===== src/rtl/uart_rx_core.sv =====
// 8N1 UART receive engine: 16x oversampled start/data/stop capture, a
// valid/ready holding register and sticky framing/overrun flags.
`timescale 1ns/1ps
module uart_rx_core #(
  parameter int SB_TICK = 16,
  parameter int DVSR_W  = 16
) (
  input  logic              PCLK,
  input  logic              PRESETn,
  input  logic              rx,
  input  logic              rx_en,
  input  logic [DVSR_W-1:0] dvsr,
  input  logic              rx_ready,
  input  logic              err_clr,
  output logic [7:0]        rx_data,
  output logic              rx_valid,
  output logic              frame_err,
  output logic              overrun,
  output logic              busy
);

  localparam int          SYNC_STAGES = 2;
  localparam logic [3:0]  HALF_LAST   = 4'(SB_TICK / 2 - 1);
  localparam logic [3:0]  BIT_LAST    = 4'(SB_TICK - 1);

  typedef enum logic [1:0] {
    IDLE  = 2'd0,
    START = 2'd1,
    DATA  = 2'd2,
    STOP  = 2'd3
  } state_t;

  state_t                  state_reg, state_next;
  logic [3:0]              s_cnt_reg, s_cnt_next;
  logic [2:0]              n_reg, n_next;
  logic [7:0]              shreg_reg, shreg_next;
  logic [DVSR_W-1:0]       tcnt_reg, tcnt_next;
  logic [SYNC_STAGES-1:0]  sync_reg;
  logic                    busy_reg;
  logic [7:0]              rx_data_reg;
  logic                    rx_valid_reg;
  logic                    frame_err_reg;
  logic                    overrun_reg;

  logic rx_s;
  logic tick;
  logic frame_done;
  logic frame_bad;
  logic load;
  logic drop;

  // Synchronizer flops idle high so reset never looks like a start bit.
  always_ff @(posedge PCLK or negedge PRESETn) begin
    if (!PRESETn) begin
      sync_reg <= '1;
    end else begin
      sync_reg <= {sync_reg[SYNC_STAGES-2:0], rx};
    end
  end

  assign rx_s = sync_reg[SYNC_STAGES-1];

  // >= rather than == so a divisor shrunk mid-frame cannot strand the counter.
  always_comb begin
    tick = 1'b0;
    if (dvsr <= DVSR_W'(1)) begin
      tick = 1'b1;
    end else if (tcnt_reg >= (dvsr - DVSR_W'(1))) begin
      tick = 1'b1;
    end
  end

  always_comb begin
    tcnt_next = tcnt_reg + DVSR_W'(1);
    if ((state_reg == IDLE) || !rx_en || tick) begin
      tcnt_next = '0;
    end
  end

  always_ff @(posedge PCLK or negedge PRESETn) begin
    if (!PRESETn) begin
      tcnt_reg <= '0;
    end else begin
      tcnt_reg <= tcnt_next;
    end
  end

  always_comb begin
    state_next = state_reg;
    s_cnt_next = s_cnt_reg;
    n_next     = n_reg;
    shreg_next = shreg_reg;
    frame_done = 1'b0;
    frame_bad  = 1'b0;
    if (!rx_en) begin
      state_next = IDLE;
      s_cnt_next = 4'd0;
      n_next     = 3'd0;
    end else begin
      case (state_reg)
        IDLE: begin
          if (!rx_s) begin
            state_next = START;
            s_cnt_next = 4'd0;
          end
        end
        START: begin
          if (tick) begin
            if (s_cnt_reg == HALF_LAST) begin
              if (!rx_s) begin
                state_next = DATA;
                s_cnt_next = 4'd0;
                n_next     = 3'd0;
              end else begin
                state_next = IDLE;
                s_cnt_next = 4'd0;
              end
            end else begin
              s_cnt_next = s_cnt_reg + 4'd1;
            end
          end
        end
        DATA: begin
          if (tick) begin
            if (s_cnt_reg == BIT_LAST) begin
              shreg_next = {rx_s, shreg_reg[7:1]};
              s_cnt_next = 4'd0;
              if (n_reg == 3'd7) begin
                state_next = STOP;
              end else begin
                n_next = n_reg + 3'd1;
              end
            end else begin
              s_cnt_next = s_cnt_reg + 4'd1;
            end
          end
        end
        STOP: begin
          if (tick) begin
            if (s_cnt_reg == BIT_LAST) begin
              state_next = IDLE;
              s_cnt_next = 4'd0;
              frame_done = rx_s;
              frame_bad  = !rx_s;
            end else begin
              s_cnt_next = s_cnt_reg + 4'd1;
            end
          end
        end
        default: begin
          state_next = IDLE;
          s_cnt_next = 4'd0;
          n_next     = 3'd0;
        end
      endcase
    end
  end

  always_ff @(posedge PCLK or negedge PRESETn) begin
    if (!PRESETn) begin
      state_reg <= IDLE;
      s_cnt_reg <= 4'd0;
      n_reg     <= 3'd0;
      shreg_reg <= 8'h00;
      busy_reg  <= 1'b0;
    end else begin
      state_reg <= state_next;
      s_cnt_reg <= s_cnt_next;
      n_reg     <= n_next;
      shreg_reg <= shreg_next;
      busy_reg  <= (state_next != IDLE);
    end
  end

  // A completed frame may refill the holding register in the same cycle it drains.
  assign load = frame_done && (!rx_valid_reg || rx_ready);
  assign drop = frame_done && rx_valid_reg && !rx_ready;

  always_ff @(posedge PCLK or negedge PRESETn) begin
    if (!PRESETn) begin
      rx_data_reg  <= 8'h00;
      rx_valid_reg <= 1'b0;
    end else if (load) begin
      rx_data_reg  <= shreg_reg;
      rx_valid_reg <= 1'b1;
    end else if (rx_valid_reg && rx_ready) begin
      rx_valid_reg <= 1'b0;
    end
  end

  // Set has priority over clear so no error is lost to a racing err_clr.
  always_ff @(posedge PCLK or negedge PRESETn) begin
    if (!PRESETn) begin
      frame_err_reg <= 1'b0;
      overrun_reg   <= 1'b0;
    end else begin
      if (frame_bad) begin
        frame_err_reg <= 1'b1;
      end else if (err_clr) begin
        frame_err_reg <= 1'b0;
      end
      if (drop) begin
        overrun_reg <= 1'b1;
      end else if (err_clr) begin
        overrun_reg <= 1'b0;
      end
    end
  end

  assign rx_data   = rx_data_reg;
  assign rx_valid  = rx_valid_reg;
  assign frame_err = frame_err_reg;
  assign overrun   = overrun_reg;
  assign busy      = busy_reg;

endmodule


===== config.mk =====
export PLATFORM = sky130hd
export DESIGN_NAME = uart_rx_core
export DESIGN_NICKNAME = d
export VERILOG_FILES = /design/src/rtl/uart_rx_core.sv
export SDC_FILE = /design/constraint.sdc
export NUM_CORES = 1
export LEC_CHECK = 0
export CAP_MARGIN = 5
export CORE_MARGIN = 1.5
export CORE_UTILIZATION = 60
export CTS_CLUSTER_SIZE = 40
export DETAILED_ROUTE_END_ITERATION = 8
export PLACE_DENSITY_LB_ADDON = 0.1
export SYNTH_ARGS = -nofsm -noshare
export SYNTH_HDL_FRONTEND = slang
export SYNTH_SLANG_ARGS = --single-unit

===== constraint.sdc =====
create_clock -name PCLK -period 4.5 [get_ports PCLK]
set_clock_uncertainty 0.2 [all_clocks]
set_input_delay 0.675 -clock PCLK [delete_from_list [all_inputs] [get_ports PCLK]]
set_output_delay 0.675 -clock PCLK [all_outputs]
set_load 0.05 [all_outputs]

# == Yosys cells after proc, flatten, opt, wreduce, memory -nomap -nowiden ==
# Cells that the tools add are included.
# word_totals
register_bits,47
latchBits,0
ramBits,0
rom_bits,0
inputBits,22
output_inout_bits,12
word_cells,94
memories,0
# op_classes
n_addsub,4
n_mul,0
n_div,0
n_lt_le_gt_ge,2
n_eq_ne,15
n_shift,0
muxes,42
bitwise,0
reduce_logical,20
# op_table
operator,n
4-bit two-way mux,6
3-bit two-way mux,7
3-bit != test (second input constant),7
2-bit two-way mux,10
16-bit by 1-bit adder with 16-bit output (second input constant),1
16-bit >= comparator,1
16-bit by 1-bit <= comparator with 1-bit output (second input constant),1
16-bit two-way mux,1
16-bit by 1-bit subtractor with 16-bit output (second input constant),1
1-bit two-way mux,15
4-bit one-hot mux with 3 select lines,1
2-bit one-hot mux with 4 select lines,1
2-bit nonzero test,4
7-bit AND reduction,1
3-bit one-hot mux with 2 select lines,1
4-bit by 1-bit adder with 4-bit output (second input constant),1
2-bit == test (second input constant),2
4-bit by 3-bit == test with 1-bit output (second input constant),1
4-bit == test (second input constant),1
1-bit logical AND,4
1-bit logical NOT,4
4-bit AND reduction,1
3-bit by 1-bit adder with 3-bit output (second input constant),1
3-bit == test (second input constant),1
other kinds (7),9

# == Logic depth before layout (Yosys ltp) ==
# Gate-level depths: netlist of the first run.
# depth
word_depth,10
depth_mapped,15
ltp_nobuf,13

# == Least setup slack after synthesis of the first run ==
# Ideal clock, no wire load.
# synth_path
kind,input to register
startpoint,input dvsr[0]
endpoint,register n_reg[0]
setup_time_ps,126
arrival_time_ps,3497
required_time_ps,4174
setup_slack_ps,677
path_stages,12
path_buffers,0
cell_sequence,nor4_1 > nand2_1 > or3_1 > nor2b_1 > xnor2_1 > ha_1 > nand4_2 > o22ai_1 > a2111oi_2 > nand4_4 > mux2_2 > a221o_1
# synth_between
elab_chain_cells,6
elab_cells_between_ends,8
classes_between,add/sub: 1; order compare: 2; eq/ne: 2; mux: 2; reduce/logical: 1
# synth_rtl
element,line,source
"start, declared",12,"input logic [DVSR_W-1:0] dvsr,"
16-bit by 1-bit subtractor with 16-bit output,68,end else if (tcnt_reg >= (dvsr - DVSR_W'(1))) begin
16-bit >= comparator,68,
1-bit two-way mux,68,
1-bit two-way mux *,66,if (dvsr <= DVSR_W'(1)) begin
3-bit != test (no source line),--,
7-bit AND reduction (no source line) *,--,
"end signal, assigned",169,n_reg <= n_next;
"end, declared",35,"logic [2:0] n_reg, n_next;"
# Every way passes the cells marked *; elsewhere a longest branch is shown, timed or not.
# A chain may end at the register's enable or synchronous reset.

# == Worst setup path after layout of the first run ==
# layout_path
startpoint,input dvsr[7]
endpoint,register tcnt_reg[2]
# layout_between
elab_chain_cells,6
elab_cells_between_ends,7
classes_between,add/sub: 1; order compare: 2; mux: 3; reduce/logical: 1
# layout_rtl
element,line,source
16-bit by 1-bit subtractor with 16-bit output,68,
16-bit >= comparator,68,
1-bit two-way mux,68,
1-bit two-way mux *,66,
1-bit logical OR *,75,if ((state_reg == IDLE) || !rx_en || tick) begin
16-bit two-way mux *,75,
net tcnt_next[2],37,"logic [DVSR_W-1:0] tcnt_reg, tcnt_next;"
"end signal, assigned",84,tcnt_reg <= tcnt_next;
"end, declared",37,
# The timed path passes the listed nets; every way through them passes the cells marked *.

==> run_summary.xml, run 1 <==
<?xml version="1.0" encoding="UTF-8"?>
<metrics>
  <group name="cts">
    <metric name="clock_insertion_delay_worst_skew" unit="ps">300</metric>
    <metric name="holdBufCountCts" unit="">0</metric>
    <metric name="tritoncts_num_sinks" unit="">47</metric>
    <metric name="cts_max_level" unit="">2</metric>
    <metric name="clkSlewWorstSetupHoldPaths" unit="ps">80</metric>
    <metric name="cts_repair_resizes" unit="">0</metric>
    <metric name="cts_setup_buffers" unit="">0</metric>
    <metric name="tritoncts_buffers" unit="">5</metric>
    <metric name="clockRootBuffer" unit="">clkbuf_8</metric>
    <metric name="cts-root-to-sink-buffers" unit="">2</metric>
    <metric name="cts_tree" unit="">built</metric>
  </group>
  <group name="setup_path">
    <metric name="startpoint" unit="">dvsr[7]</metric>
    <metric name="worst_path_dominant_cell_family" unit="">simple AND/OR/NAND/NOR gates</metric>
    <metric name="cp-start-kind" unit="">input pin</metric>
    <metric name="critical_path_cell_count" unit="">15</metric>
    <metric name="cpMaxStageDelayCell" unit="">clkdlybuf4s50_1</metric>
    <metric name="cp_num_buf_inv" unit="">3</metric>
    <metric name="critical_path.max_fanout" unit="">11</metric>
    <metric name="worst_r2r_endpoint" unit="">tcnt_reg[2]</metric>
    <metric name="timing.critical_path.cells" unit="">clkdlybuf4s50_1 &gt; nor4_1 &gt; buf_4 &gt; nand3_1 &gt; nor3_1 &gt; nand2_1 &gt; xor2_1 &gt; ha_1 &gt; nand4_2 &gt; o22ai_1 &gt; a2111oi_2 &gt; nand4_4 &gt; or2_1 &gt; buf_4 &gt; nor2_1</metric>
    <metric name="slack_of_the_worst_reg_to_reg_path" unit="ps">1700</metric>
    <metric name="worst_ep_arrival_time" unit="ps">4190</metric>
    <metric name="path_common_cell" unit="">buf_4</metric>
    <metric name="worst_path_largest_cell_delay" unit="ps">440</metric>
    <metric name="worst-setup-path-type" unit="">input pin to register</metric>
    <metric name="worst_case_reg_to_reg_path_depth" unit="">9</metric>
    <metric name="worstSetupEndpoint" unit="">tcnt_reg[2]</metric>
    <metric name="timing.rr.start" unit="">tcnt_reg[0]</metric>
    <metric name="crit_required" unit="ps">4520</metric>
    <metric name="crit_end_element" unit="">register</metric>
  </group>
  <group name="timing">
    <metric name="report.final.setup_viol" unit="">0</metric>
    <metric name="final_worst_path_period_share" unit="">0.925</metric>
    <metric name="setup_tns" unit="ps">0</metric>
    <metric name="max_slew_headroom" unit="">0.331</metric>
    <metric name="hold_slack" unit="ps">162</metric>
    <metric name="timing_worst_slew_pin_value" unit="ps">1000</metric>
    <metric name="rsz_0062_raised_after_global_routing" unit="">false</metric>
    <metric name="achievable_frequency" unit="MHz">240</metric>
    <metric name="finalWorstPathRequiredPeriod" unit="ps">4160</metric>
    <metric name="finalMaxSlewViolations" unit="">0</metric>
    <metric name="report.final.hold_viol_count" unit="">0</metric>
  </group>
  <group name="floorplanning">
    <metric name="die_h" unit="microns">72.0</metric>
    <metric name="placement_rows" unit="">24</metric>
    <metric name="ios" unit="">34</metric>
    <metric name="start_util" unit="">0.638</metric>
    <metric name="die-width" unit="microns">72.0</metric>
    <metric name="fp.coreArea" unit="sq mm">0.00447</metric>
    <metric name="dieArea" unit="sq mm">0.00518</metric>
  </group>
  <group name="grt">
    <metric name="grt_antenna_before_repair" unit="">0</metric>
    <metric name="via_count_of_the_first_global_routing_pass" unit="">2139</metric>
    <metric name="first_pass_grt_wire_length" unit="microns">9450</metric>
    <metric name="grt_usage" unit="">0.232</metric>
    <metric name="grt.overflow.total" unit="">0</metric>
    <metric name="largest_net_degree_at_the_start_of_global_routing" unit="">48</metric>
  </group>
  <group name="yosys">
    <metric name="syn_nets" unit="">333</metric>
    <metric name="synth_enable_flop_cells" unit="">0</metric>
    <metric name="average_cell_area_after_synthesis" unit="sq um">9.88</metric>
    <metric name="ys_seq_elements" unit="">47</metric>
    <metric name="synth-async-reset-ratio" unit="">1.00</metric>
    <metric name="syn-instance-count" unit="">289</metric>
    <metric name="synth_area" unit="sq mm">0.00285</metric>
    <metric name="yosys.cell_types.count" unit="">46</metric>
    <metric name="proportion_of_synthesized_chip_area_in_sequential_cells" unit="">0.413</metric>
    <metric name="most_area_hungry_cell_type_in_the_yosys_netlist" unit="">dfrtp_1</metric>
    <metric name="synth.top_cells.by_area" unit="">dfrtp_1 39%, ha_1 9.6%, mux2_2 7.1%, nor2_1 4.6%, xnor2_1 4.3%</metric>
    <metric name="synth_ff_type" unit="">dfrtp_1</metric>
    <metric name="ys.warnings.count" unit="">0</metric>
    <metric name="yosys.area.top_type_share" unit="">0.395</metric>
  </group>
  <group name="drt">
    <metric name="drc" unit="">0</metric>
    <metric name="wl_per_cell" unit="microns">14.3</metric>
    <metric name="antenna_violating_nets_post_route" unit="">0</metric>
    <metric name="detailedRoute.firstPassIterationCount" unit="">4</metric>
    <metric name="postRouteWirelength" unit="microns">5520</metric>
    <metric name="detail_route.iter0.violations" unit="">197</metric>
    <metric name="vias_per_cell" unit="">5.78</metric>
    <metric name="dr_total_vias" unit="">2236</metric>
  </group>
  <group name="power">
    <metric name="power.share.combinational" unit="">0.110</metric>
    <metric name="p_int" unit="uW">578</metric>
    <metric name="power.clock.fraction" unit="">0.329</metric>
    <metric name="power.net_switching" unit="uW">190</metric>
    <metric name="power.leakage" unit="uW">0.00149</metric>
    <metric name="switching_share" unit="">0.247</metric>
    <metric name="sequential_share_of_power" unit="">0.561</metric>
    <metric name="max-vdd-ir-drop" unit="mV">0.272</metric>
    <metric name="power_density" unit="mW/mm^2">228</metric>
  </group>
  <group name="run">
    <metric name="max-cap-violations" unit="">0</metric>
  </group>
  <group name="finish">
    <metric name="fraction_of_layout_cells_with_a_size_suffix_above_1" unit="">0.134</metric>
    <metric name="final-seq-area" unit="sq mm">0.00118</metric>
    <metric name="layout-area-overhead-vs-synth" unit="%">18.2</metric>
    <metric name="antenna-diode-count" unit="">0</metric>
    <metric name="layout_commonest_cell" unit="">dfrtp_1</metric>
    <metric name="multi_input_comb_area" unit="sq mm">0.00160</metric>
    <metric name="nNetsFinal" unit="">378</metric>
    <metric name="largest_register_ff_count" unit="">16</metric>
    <metric name="mostFrequentLayoutCells" unit="">45 x dfrtp_1, 35 x nor2_1, 32 x clkdlybuf4s50_1</metric>
    <metric name="final.fill_count" unit="">299</metric>
  </group>
  <group name="outcome">
    <metric name="outcome" unit="">complete, no violations</metric>
  </group>
  <group name="worst_hold_path">
    <metric name="hold_path_class" unit="">register to register</metric>
    <metric name="min-delay-start" unit="">sync_reg[0]</metric>
  </group>
  <group name="placed_design">
    <metric name="place.port_buffers" unit="">33</metric>
    <metric name="gp_congestion" unit="">0.859</metric>
    <metric name="place_hpwl" unit="microns">4180</metric>
  </group>
</metrics>
layer usage:
metal  global-route usage  part of all wire  up-vias
li1                     -                 -     1116
met1                0.321              0.48     1073
met2                0.363              0.46       36
met3               0.0583             0.040       11
met4               0.0692             0.013        0
met5                    0                 0        -
power groups by stage:
stage	combinational, uW	sequential, uW	clock [uW]
floorplan	39.2	439	0
global placement	83.3	439	0
detailed placement	84.6	439	0
CTS	85.1	431	259
global route	94.2	432	275
finish	84.5	431	253
worst min path at each step:
stage | slack, ps | cells past startpoint | endpoint
after floorplan | 150 | 0 | sync_reg[1]
after global placement | 150 | 0 | sync_reg[1]
after detailed placement | 150 | 0 | sync_reg[1]
after CTS | 160 | 0 | sync_reg[1]
after global routing | 170 | 0 | sync_reg[1]
final | 160 | 0 | sync_reg[1]
cell type report:
class,count,area share
inverter,10,0.0111
clock buffer,6,0.0215
tap,52,0.0193
clock inverter,2,0.00482
multi-input combinational,226,0.473
sequential,47,0.349
timing repair buffer,44,0.121
kinds of logic (layout without fill, tap and decap cells):
group,Yosys count,count (layout),synth area share
flip-flops,47,47,0.413
AO/OA/AOI/OAI,36,36,0.0872
XOR/XNOR,27,27,0.0829
multiplexers,21,21,0.0815
AND/OR/NAND/NOR,120,120,0.211
adder cells (fa/ha/maj),22,22,0.0964
buffers and inverters,16,62,0.0276
stage by stage:
step / util / power (uW) / instance area (sq um) / worst slack (ps) / instances
final: 0.754 / 768 / 3370 / 337 / 387
after global routing: 0.754 / 801 / 3370 / 71.8 / 387
after CTS: 0.754 / 775 / 3370 / 353 / 387
after detailed placement: 0.734 / 524 / 3290 / 25.5 / 379
after global placement: 0.734 / 522 / 3290 / 126 / 379
after floorplan: - / 478 / 2850 / 677 / 289
cells in the mapped netlist (all sizes together), types with 3 or more instances:
cell / number
nand2b: 3
nand4: 7
o21ai: 9
o211ai: 3
inv: 10
clkbuf: 3
mux2: 18
and3: 4
xor2: 13
a21oi: 9
nand3: 15
ha: 22
dfrtp: 45
o32ai: 3
nand2: 29
nor4: 3
buf: 3
nor2b: 5
xnor2: 14
nor3: 10
mux2i: 3
nor2: 35
Note: power is estimated with default switching activity, not from simulation.
==> inputs of run 2 (changes only) <==
CAP_MARGIN = not set   (was 5)
CELL_PAD_IN_SITES_DETAIL_PLACEMENT = 2   (was not set)
CELL_PAD_IN_SITES_GLOBAL_PLACEMENT = 2   (was not set)
CORE_UTILIZATION = 38   (was 60)
==> run_summary.xml, run 2 (synthesis gave the netlist of run 1 again) <==
<?xml version="1.0" encoding="UTF-8"?>
<metrics>
  <group name="setup_path">
    <metric name="crit_end_element" unit="">register</metric>
    <metric name="worst_case_reg_to_reg_path_depth" unit="">9</metric>
    <metric name="cp-start-kind" unit="">input pin</metric>
    <metric name="worst-setup-path-type" unit="">input pin to register</metric>
    <metric name="critical_path_cell_count" unit="">14</metric>
    <metric name="crit_required" unit="ps">4500</metric>
    <metric name="cp_num_buf_inv" unit="">2</metric>
    <metric name="worst_path_largest_cell_delay" unit="ps">470</metric>
    <metric name="timing.critical_path.cells" unit="">clkdlybuf4s50_1 &gt; nor4_1 &gt; nand2_1 &gt; or3_1 &gt; nor2b_1 &gt; xnor2_1 &gt; ha_1 &gt; nand4_2 &gt; o22ai_1 &gt; a2111oi_2 &gt; nand4_4 &gt; buf_4 &gt; mux2_2 &gt; o32ai_1</metric>
    <metric name="worst_ep_arrival_time" unit="ps">4260</metric>
    <metric name="worst_path_dominant_cell_family" unit="">simple AND/OR/NAND/NOR gates</metric>
    <metric name="cpMaxStageDelayCell" unit="">clkdlybuf4s50_1</metric>
    <metric name="slack_of_the_worst_reg_to_reg_path" unit="ps">1410</metric>
    <metric name="critical_path.max_fanout" unit="">10</metric>
  </group>
  <group name="timing">
    <metric name="report.final.hold_viol_count" unit="">0</metric>
    <metric name="timing_worst_slew_pin_value" unit="ps">801</metric>
    <metric name="rsz_0062_raised_after_global_routing" unit="">false</metric>
    <metric name="finalWorstPathRequiredPeriod" unit="ps">4260</metric>
    <metric name="final_worst_path_period_share" unit="">0.947</metric>
    <metric name="finalMaxSlewViolations" unit="">0</metric>
    <metric name="final_critical_path_setup_slack" unit="ps">240</metric>
    <metric name="max_slew_headroom" unit="">0.452</metric>
    <metric name="report.final.setup_viol" unit="">0</metric>
    <metric name="achievable_frequency" unit="MHz">235</metric>
  </group>
  <group name="cts">
    <metric name="holdBufCountCts" unit="">0</metric>
    <metric name="tritoncts_num_sinks" unit="">47</metric>
    <metric name="clock_insertion_delay_worst_skew" unit="ps">310</metric>
    <metric name="clockRootBuffer" unit="">clkbuf_8</metric>
    <metric name="cts-root-to-sink-buffers" unit="">2</metric>
    <metric name="cts_repair_resizes" unit="">0</metric>
    <metric name="cts_setup_buffers" unit="">0</metric>
    <metric name="clkSlewWorstSetupHoldPaths" unit="ps">100</metric>
    <metric name="tritoncts_buffers" unit="">5</metric>
    <metric name="cts_tree" unit="">built</metric>
    <metric name="cts_max_level" unit="">2</metric>
  </group>
  <group name="finish">
    <metric name="layout_commonest_cell" unit="">dfrtp_1</metric>
    <metric name="fraction_of_layout_cells_with_a_size_suffix_above_1" unit="">0.150</metric>
    <metric name="finish.cell_count_without_fillers" unit="">439</metric>
    <metric name="layout-area-overhead-vs-synth" unit="%">22.2</metric>
    <metric name="largest_register_ff_count" unit="">16</metric>
    <metric name="antenna-diode-count" unit="">0</metric>
    <metric name="nNetsFinal" unit="">383</metric>
    <metric name="mostFrequentLayoutCells" unit="">45 x dfrtp_1, 35 x nor2_1, 32 x clkdlybuf4s50_1</metric>
  </group>
  <group name="floorplanning">
    <metric name="die-width" unit="microns">89.7</metric>
    <metric name="placement_rows" unit="">31</metric>
    <metric name="start_util" unit="">0.393</metric>
    <metric name="die_h" unit="microns">89.7</metric>
    <metric name="ios" unit="">34</metric>
    <metric name="dieArea" unit="sq mm">0.00804</metric>
    <metric name="fp.coreArea" unit="sq mm">0.00725</metric>
  </group>
  <group name="grt">
    <metric name="grt_usage" unit="">0.219</metric>
    <metric name="via_count_of_the_first_global_routing_pass" unit="">2595</metric>
    <metric name="grt.overflow.total" unit="">0</metric>
    <metric name="first_pass_grt_wire_length" unit="microns">13200</metric>
    <metric name="grt_antenna_before_repair" unit="">0</metric>
    <metric name="largest_net_degree_at_the_start_of_global_routing" unit="">48</metric>
  </group>
  <group name="placed_design">
    <metric name="place_ws" unit="ps">-149</metric>
    <metric name="place.port_buffers" unit="">33</metric>
    <metric name="place_hpwl" unit="microns">6220</metric>
    <metric name="post-place-cells" unit="">431</metric>
    <metric name="gp_congestion" unit="">0.749</metric>
  </group>
  <group name="run">
    <metric name="max-cap-violations" unit="">0</metric>
  </group>
  <group name="drt">
    <metric name="wl_per_cell" unit="microns">18.2</metric>
    <metric name="detailedRoute.firstPassIterationCount" unit="">4</metric>
    <metric name="drc" unit="">0</metric>
    <metric name="detail_route.iter0.violations" unit="">68</metric>
    <metric name="vias_per_cell" unit="">5.36</metric>
    <metric name="dr_total_vias" unit="">2352</metric>
    <metric name="postRouteWirelength" unit="microns">7970</metric>
    <metric name="antenna_violating_nets_post_route" unit="">0</metric>
  </group>
  <group name="power">
    <metric name="max-vdd-ir-drop" unit="mV">0.145</metric>
    <metric name="power_density" unit="mW/mm^2">229</metric>
    <metric name="power.leakage" unit="uW">0.00153</metric>
  </group>
  <group name="outcome">
    <metric name="outcome" unit="">complete, no violations</metric>
  </group>
  <group name="worst_hold_path">
    <metric name="hold_path_class" unit="">register to register</metric>
    <metric name="hold_depth" unit="">0</metric>
  </group>
</metrics>
==> run 2: worst register-to-register path: stages, from the launching register on <==
cell and delay, ps:
dfrtp_1 410, inv_1 60, ha_1 260, nand2b_1 150, a2111oi_0 750, nand4bb_1 280
nand4_4 210, buf_4 240, mux2_2 290, o32ai_1 150
==> run 2: power by group <==
part / switching [uW] / internal [uW] / total [uW]
logic: 49.3 / 43.9 / 93.2
clock network: 161 / 113 / 274
registers: 5.32 / 426 / 432
==> run 2: area by class of cell <==
cell class	instances	area, sq um
Clock buffer	5	68.8
Clock inverter	3	25.0
Fill cell	804	3760
Inverter	10	37.5
Multi-Input combinational cell	226	1600
Sequential cell	47	1180
Tap cell	99	124
Timing Repair Buffer	49	458
==> run 2: metal layers <==
metal	share of wire	global-route usage	up-vias
li1	-	-	1125
met1	0.46	0.284	1194
met2	0.51	0.380	25
met3	0.028	0.0375	8
met4	0.0079	0.0503	0
met5	0	0	-
==> run 2: path summary, 6_finish.rpt <==
| path | from | end |
|---|---|---|
| worst min-delay path | sync_reg[0] | sync_reg[1] |
| worst max register to register | tcnt_reg[0] | busy |
| worst min register to register | sync_reg[0] | sync_reg[1] |
| min in group asynchronous | PRESETn | tcnt_reg[12] |
| max in group asynchronous | PRESETn | n_reg[2] |
| worst max-delay path | dvsr[6] | busy |
==> run 2: through the flow <==
step | hold WS [ps] | util | total power, uW | TNS (ps) | area [sq um]
2_1_floorplan | 145 | - | 478 | 0 | 2850
3_3_place_gp | 146 | 0.468 | 529 | -21.4 | 3390
3_5_place_dp | 160 | 0.468 | 534 | -3260 | 3390
4_1_cts | 174 | 0.481 | 812 | 0 | 3490
5_1_grt | 180 | 0.481 | 837 | 0 | 3490
6_report | 170 | 0.481 | 799 | 0 | 3490
